<file path="src/rtl/multicycle_ctrl.sv">
// Main control FSM for the multi-cycle RV32I core. It sequences fetch/decode/execute/memory/writeback,
// owns the shared-memory req/ready handshake, and enters a sticky FAULT on illegal opcodes or memory timeout.
module multicycle_ctrl #(
    parameter int TIMEOUT_CYCLES = 255,
    parameter int CNT_W          = 8
) (
    input  logic       clk,
    input  logic       reset_n,
    input  logic [6:0] opcode,
    input  logic [2:0] funct3,
    input  logic       zero,
    input  logic       mem_ready,
    output logic       mem_req,
    output logic       mem_we,
    output logic       ir_we,
    output logic       pc_we,
    output logic       pc_src,
    output logic       tgt_we,
    output logic [1:0] alu_src_a,
    output logic [1:0] alu_src_b,
    output logic [1:0] aluop,
    output logic       reg_we,
    output logic       mem_to_reg,
    output logic       illegal,
    output logic       fault,
    output logic [3:0] state
);

    localparam logic [6:0] OP_R      = 7'b0110011;
    localparam logic [6:0] OP_I      = 7'b0010011;
    localparam logic [6:0] OP_LOAD   = 7'b0000011;
    localparam logic [6:0] OP_STORE  = 7'b0100011;
    localparam logic [6:0] OP_BRANCH = 7'b1100011;

    localparam logic [CNT_W-1:0] TIMEOUT_VAL = CNT_W'(TIMEOUT_CYCLES);

    typedef enum logic [3:0] {
        S_RST    = 4'd0,
        S_FETCH  = 4'd1,
        S_DECODE = 4'd2,
        S_EXEC_R = 4'd3,
        S_EXEC_I = 4'd4,
        S_WB_ALU = 4'd5,
        S_ADDR   = 4'd6,
        S_MEM    = 4'd7,
        S_WB_MEM = 4'd8,
        S_BRANCH = 4'd9,
        S_FAULT  = 4'd10
    } state_t;

    state_t           state_q, state_d;
    logic [CNT_W-1:0] wait_q, wait_d;
    logic             timed_out;
    logic             is_store;

    assign timed_out = (wait_q == TIMEOUT_VAL);
    assign is_store  = (opcode == OP_STORE);
    assign state     = state_q;

    always_ff @(posedge clk or negedge reset_n) begin
        if (!reset_n) begin
            state_q <= S_RST;
            wait_q  <= '0;
        end else begin
            state_q <= state_d;
            wait_q  <= wait_d;
        end
    end

    always_comb begin
        state_d    = state_q;
        mem_req    = 1'b0;
        mem_we     = 1'b0;
        ir_we      = 1'b0;
        pc_we      = 1'b0;
        pc_src     = 1'b0;
        tgt_we     = 1'b0;
        alu_src_a  = 2'd0;
        alu_src_b  = 2'd0;
        aluop      = 2'b00;
        reg_we     = 1'b0;
        mem_to_reg = 1'b0;
        illegal    = 1'b0;
        fault      = 1'b0;

        case (state_q)
            S_RST: state_d = S_FETCH;

            S_FETCH: begin
                mem_req   = 1'b1;
                alu_src_a = 2'd0;
                alu_src_b = 2'd1;
                // PC+4 is written in the same cycle the instruction word arrives
                if (mem_ready) begin
                    ir_we   = 1'b1;
                    pc_we   = 1'b1;
                    state_d = S_DECODE;
                end else if (timed_out) begin
                    state_d = S_FAULT;
                end
            end

            S_DECODE: begin
                alu_src_a = 2'd1;
                alu_src_b = 2'd2;
                tgt_we    = 1'b1;
                case (opcode)
                    OP_R:              state_d = S_EXEC_R;
                    OP_I:              state_d = S_EXEC_I;
                    OP_LOAD, OP_STORE: state_d = S_ADDR;
                    OP_BRANCH:         state_d = S_BRANCH;
                    default: begin
                        illegal = 1'b1;
                        state_d = S_FAULT;
                    end
                endcase
            end

            S_EXEC_R: begin
                alu_src_a = 2'd2;
                alu_src_b = 2'd0;
                aluop     = 2'b10;
                state_d   = S_WB_ALU;
            end

            S_EXEC_I: begin
                alu_src_a = 2'd2;
                alu_src_b = 2'd2;
                state_d   = S_WB_ALU;
            end

            S_WB_ALU: begin
                reg_we  = 1'b1;
                state_d = S_FETCH;
            end

            S_ADDR: begin
                alu_src_a = 2'd2;
                alu_src_b = 2'd2;
                state_d   = S_MEM;
            end

            S_MEM: begin
                mem_req = 1'b1;
                mem_we  = is_store;
                if (mem_ready) begin
                    state_d = is_store ? S_FETCH : S_WB_MEM;
                end else if (timed_out) begin
                    state_d = S_FAULT;
                end
            end

            S_WB_MEM: begin
                reg_we     = 1'b1;
                mem_to_reg = 1'b1;
                state_d    = S_FETCH;
            end

            S_BRANCH: begin
                alu_src_a = 2'd2;
                alu_src_b = 2'd0;
                aluop     = 2'b01;
                pc_src    = 1'b1;
                // funct3[0] distinguishes bne from beq, so it inverts the zero flag
                if (funct3[2:1] == 2'b00) begin
                    pc_we   = zero ^ funct3[0];
                    state_d = S_FETCH;
                end else begin
                    illegal = 1'b1;
                    state_d = S_FAULT;
                end
            end

            S_FAULT: fault = 1'b1;

            default: state_d = S_FAULT;
        endcase
    end

    // Wait counter restarts on every state change and saturates at the timeout value
    always_comb begin
        wait_d = wait_q;
        if (state_d != state_q) begin
            wait_d = '0;
        end else if ((state_q == S_FETCH || state_q == S_MEM) && !mem_ready && !timed_out) begin
            wait_d = wait_q + CNT_W'(1);
        end
    end

endmodule
</file>
<file path="config.mk">
export PLATFORM = sky130hd
export DESIGN_NAME = multicycle_ctrl
export DESIGN_NICKNAME = d
export VERILOG_FILES = /design/src/rtl/multicycle_ctrl.sv
export SDC_FILE = /design/constraint.sdc
export NUM_CORES = 1
export LEC_CHECK = 0
export ABC_AREA = 1
export CAP_MARGIN = 20
export CORE_ASPECT_RATIO = 0.6
export CORE_MARGIN = 8
export CORE_UTILIZATION = 51
export DETAILED_ROUTE_END_ITERATION = 8
export PLACE_DENSITY = 0.92
export REMOVE_ABC_BUFFERS = 1
export SLEW_MARGIN = 20
export SYNTH_ARGS = -nofsm -noshare
export SYNTH_HDL_FRONTEND = slang
export SYNTH_SLANG_ARGS = --single-unit
</file>
<file path="constraint.sdc">
create_clock -name clk -period 2.74 [get_ports clk]
set_clock_uncertainty 0.05 [all_clocks]
set_input_delay 0.548 -clock clk [delete_from_list [all_inputs] [get_ports clk]]
set_output_delay 0.548 -clock clk [all_outputs]
set_load 0.01 [all_outputs]
</file>
# --- Yosys cells after proc, flatten, opt, wreduce, memory -nomap -nowiden ---
# Cells that the tools add are included.
totals:
  reg_bits: 12
  word_cells: 63
op_classes:
  n_bitwise: 1
  add_sub_neg: 1
  eq_ne: 17
  reduce_logical: 16
  mux: 26
op_table:
  columns: ["operator", "n"]
  rows:
  - ["$pmux W4 S8", 1]
  - ["$mux W4", 5]
  - ["$eq A4 B3 Y1 const B", 4]
  - ["$mux W8", 2]
  - ["$pmux W4 S4", 1]
  - ["$eq A7 B6 Y1 const B", 2]
  - ["$eq A4 B4 Y1 const B", 3]
  - ["$mux W1", 12]
  - ["$pmux W2 S2", 3]
  - ["$add A8 B1 Y8 const B", 1]
  - ["$eq A4 B2 Y1 const B", 2]
  - ["$eq A8 B8 Y1 const B", 1]
  - ["$reduce_or A2 Y1", 4]
  - ["$eq A7 B2 Y1 const B", 1]
  - ["$eq A7 B5 Y1 const B", 1]
  - ["$eq A7 B7 Y1 const B", 1]
  - ["$reduce_or A3 Y1", 2]
  - ["$reduce_or A5 Y1", 1]
  - ["$eq A4 B1 Y1 const B", 1]
  - ["$logic_not A4 Y1", 1]
  - ["$ne A4 B4 Y1", 1]
  - ["$pmux W1 S2", 2]
  - ["$reduce_or A4 Y1", 1]
  - ["$logic_and A1 B1 Y1", 2]
  - ["other kinds (5)", 6]

# --- Depth between registers and ports, before layout ---
logic_depth:
  depth_word: 6
  mapped_depth: 12
  ltp_nobuf: 12

# --- Worst setup path after synthesis ---
# Ideal clock, no wire load.
synth_timing:
  path_kind: "reg-to-output"
  from: "reg state_q[1], in the netlist state[1]"
  to: "out pc_we"
  n_path_buf: 0
  path_stages_with_launch: 6
  t_arrival_ps: 1312
  required_ps: 2142
  setup_slack_ps: 830
  cell_sequence: "dfrtp_1 inv_2 nand2_1 nor2_1 nand3_1 o21ai_0"
synth_between:
  elab_chain_len: 2
  word_cells_on_any_way: 3
  cone_classes: "2 x eq/ne; 1 x mux"
synth_rtl:
  columns: ["element", "line", "text"]
  rows:
  - ["start, declared", "51", "state_t state_q, state_d;"]
  - ["start signal, assigned", "65", "state_q <= state_d;"]
  - ["$eq A4 B4 Y1 or $eq A4 B1 Y1 (tied branches)", "86", "case (state_q)"]
  - ["$pmux W1 S2 (*)", "86", null]
  - ["end, declared", "16", "output logic pc_we,"]
# Every way passes the cells marked *; elsewhere a longest branch is shown, timed or not.

# --- Worst setup path in the final report ---
layout_timing:
  from: "in opcode[0]"
  to: "out illegal"
layout_between:
  elab_chain_len: 4
  word_cells_on_any_way: 8
  cone_classes: "5 x eq/ne; 2 x mux; 1 x reduce/logical"
layout_rtl:
  columns: ["element", "line", "text"]
  rows:
  - ["start, declared", "9", "input logic [6:0] opcode,"]
  - ["$eq A7 B6 Y1, or another cell as far along", "107", "case (opcode)"]
  - ["$reduce_or A5 Y1 (no source line) (*)", null, null]
  - ["$mux W1 (*)", "107", null]
  - ["$pmux W1 S2 (*)", "86", null]
  - ["end, declared", "24", "output logic illegal,"]
# Marked as above.

==> flow_summary.json <==
{
  "status": "finished, final reports clean",
  "diodes": 0,
  "synthSimpleGateAreaFrac_pct": 52.39,
  "yosysSeqAreaShare_pct": 26.03,
  "synth-seq-cells": 12,
  "wire_per_inst_um": 14.71,
  "synth-xor-area-share_pct": 5.315,
  "core-area_mm2": 0.002147,
  "yosysUniqueCellTypes": 23,
  "synth_compound_area_share_pct": 3.796,
  "critPathRequiredTime_ns": 2.14,
  "rows": 13,
  "die-area_mm2": 0.004090,
  "io_pins": 34,
  "yosys_warnings": 0,
  "p_clk_share_pct": 41.3,
  "grt.busiest_layer": "met2",
  "grt_antenna_before_repair": 0,
  "area_growth_pct": 38.29,
  "cts_inserted_buffers": 3,
  "layout-drive-gt1-share_pct": 20.83,
  "htreeDepth": 1,
  "synthAdderAreaFrac_pct": 1.085,
  "leakage_nw": 0.8843,
  "dr_total_vias": 1314,
  "power.density_mw_per_mm2": 232.2,
  "cp.arrival_ns": 2.08,
  "stdcell_area_mm2": 0.001595,
  "max_slew.worst_pin.slew_ns": 0.5140,
  "cp_max_fo": 5,
  "setup_ws_ns": 0.06562,
  "grtUsageMet2_pct": 29.76,
  "hpwl_um": 2848,
  "drc": 0,
  "clk_latency_ns": 0.24,
  "die_y_um": 52.84,
  "criticalPathCategory": "input port to output port",
  "grt-ovfl-total": 0,
  "muxShareOfSynthArea_pct": 0,
  "slew_headroom_pct": 65.62,
  "end_kind": "output port",
  "p_switching_uw": 75.56,
  "routed_wirelength_um": 3618,
  "clkTransAtPathRegs_ns": 0.05,
  "syn-cell-area_mm2": 0.001154,
  "place.gp.congestion": 0.9297,
  "dpl-instance-area_mm2": 0.001529,
  "synth_top_family_by_area": "simple AND/OR/NAND/NOR gates",
  "max-vdd-ir-drop_mv": 0.2874,
  "hold_viol": 0,
  "cp-start-kind": "input port",
  "use_met1_pct": 22.70,
  "syn_inst": 179,
  "period_share_pct": 97.61,
  "grt_first_pass_wirelength_um": 5906,
  "initial_core_util_pct": 53.73,
  "layout.nets": 233,
  "clock_sink_count": 12,
  "io_buffers": 33,
  "avgSynthCellArea_um2": 6.445,
  "drtPass1Iterations": 4,
  "pwr-share-comb_pct": 10.7,
  "drtAntennaViolNets": 0,
  "clockBufferDepth": 2,
  "die_x_um": 77.40,
  "grt_pass1_vias": 1250,
  "maxSlewViolCount": 0,
  "drtIter0Drc": 139,
  "grt_use_met3_pct": 7.877,
  "grt_max_degree": 13,
  "dp_slack_ns": -0.03079,
  "seqPwrFrac_pct": 48.0,
  "power.share.switching_pct": 20.40,
  "fmax_mhz": 373.9,
  "via_per_inst": 5.341,
  "intPower_uw": 294.8,
  "setup_viol": 0,
  "period_needed_ns": 2.674,
  "cts_tree": "done",
  "cts_root_buf": "clkbuf_8",
  "min_path_type": "register to register",
  "maxCapViolations": 0,
  "track_usage_pct": 18.32
}
cells in the final DEF, fill, tap and decap left out, types with 4 or more instances in the layout:
cell             netlist  routed
nor2_1                16      15
inv_2                 10      10
nor2_2                11      11
dfrtp_1               12      12
nand2_4                4       4
nand4_1                7       7
nand2_1               51      51
nand2_2                4       4
nor2_4                 4       5
clkdlybuf4s50_1        0      30
inv_1                 23      23
nand3_1               17      16
xor2_1                 6       6
path summary, 6_finish.rpt:
| path | startpoint | to | slack (ns) | depth (start not counted) |
|---|---|---|---|---|
| min in group asynchronous | reset_n | wait_q[2] | 0.60 | 1 |
| min | wait_q[3] | wait_q[3] | 0.53 | 2 |
| max | opcode[0] | illegal | 0.07 | 7 |
| max in group asynchronous | reset_n | wait_q[0] | 1.69 | 1 |
| max reg2reg | state[0] | wait_q[7] | 0.79 | 11 |
| min reg2reg | wait_q[3] | wait_q[3] | 0.53 | 2 |
per-layer routing:
layer  vias to the layer above  wire length (um)
li1                        628                 -
met1                       601              1513
met2                        83              1670
met3                         2               426
met4                         0                 7
met5                         -                 0
sequential cells by signal, summed over array words and instances (netlist names):
name and cells:
wait_q 8, state 4
cells by family (layout without fill, tap and decap cells):
logic type,count (synthesis),count (layout)
and+or+nand+nor,118,118
buffers and inverters,34,71
DFF,12,12
AOI/OAI and AO/OA,7,7
xor gates and xnor gates,7,7
adders and majority gates,1,1
cells in the mapped netlist, drive strengths merged:
| master | instances | area share (%) |
|---|---|---|
| nand2 | 59 | 23 |
| inv | 33 | 11 |
| nor2 | 31 | 15 |
| nand3 | 19 | 9.8 |
| dfrtp | 12 | 26 |
| nand4 | 7 | 3.8 |
| xor2 | 6 | 4.6 |
| o21ai | 4 | 1.7 |
| a21oi | 2 | 1.2 |
| a22o | 1 | 0.87 |
| buf | 1 | 0.65 |
| ha | 1 | 1.1 |
| nor3 | 1 | 0.43 |
| nor3b | 1 | 0.65 |
| xnor2 | 1 | 0.76 |
area by class of cell:
class | count | area (um2)
Clock buffer | 3 | 41.29
Fill cell | 174 | 551.8
Inverter | 33 | 123.9
Multi-Input combinational cell | 133 | 739.5
Sequential cell | 12 | 300.3
Tap cell | 30 | 37.54
Timing Repair Buffer | 35 | 352.8
power by group through the flow:
stage               logic, mW  clock network [mW]  registers [mW]
floorplan              0.0112                   0           0.181
finish                 0.0396               0.153           0.178
global placement       0.0373                   0           0.180
CTS                    0.0387               0.156           0.178
global route           0.0436               0.164           0.178
detailed placement     0.0382                   0           0.180
metrics by stage:
stage               instances  power (mW)  util (%)  setup TNS (ns)  hold slack [ns]
floorplan                 178      0.1917         -               0           0.2024
global placement          243      0.2177     71.21               0           0.4994
detailed placement        243      0.2187     71.21        -0.03079           0.5181
CTS                       246      0.3726     73.37               0           0.5293
global route              246      0.3853     74.30        -0.01761           0.5540
finish                    246      0.3704     74.30               0           0.5341
critical path: stages:
cell	delay, ns
clkdlybuf4s50_1	0.46
nand2_1	0.11
nor2_4	0.20
nand3_1	0.11
nand3_2	0.10
nand2_1	0.06
clkdlybuf4s50_1	0.48
timing repair:
action / in CTS / in global routing
hold buffers: 0 / 0
pin swaps: 0 / 0
setup endpoints to repair: 1 / 3
gates resized for setup: 1 / 7
setup buffers: 0 / 0
Power figures use the tool's default switching activity.
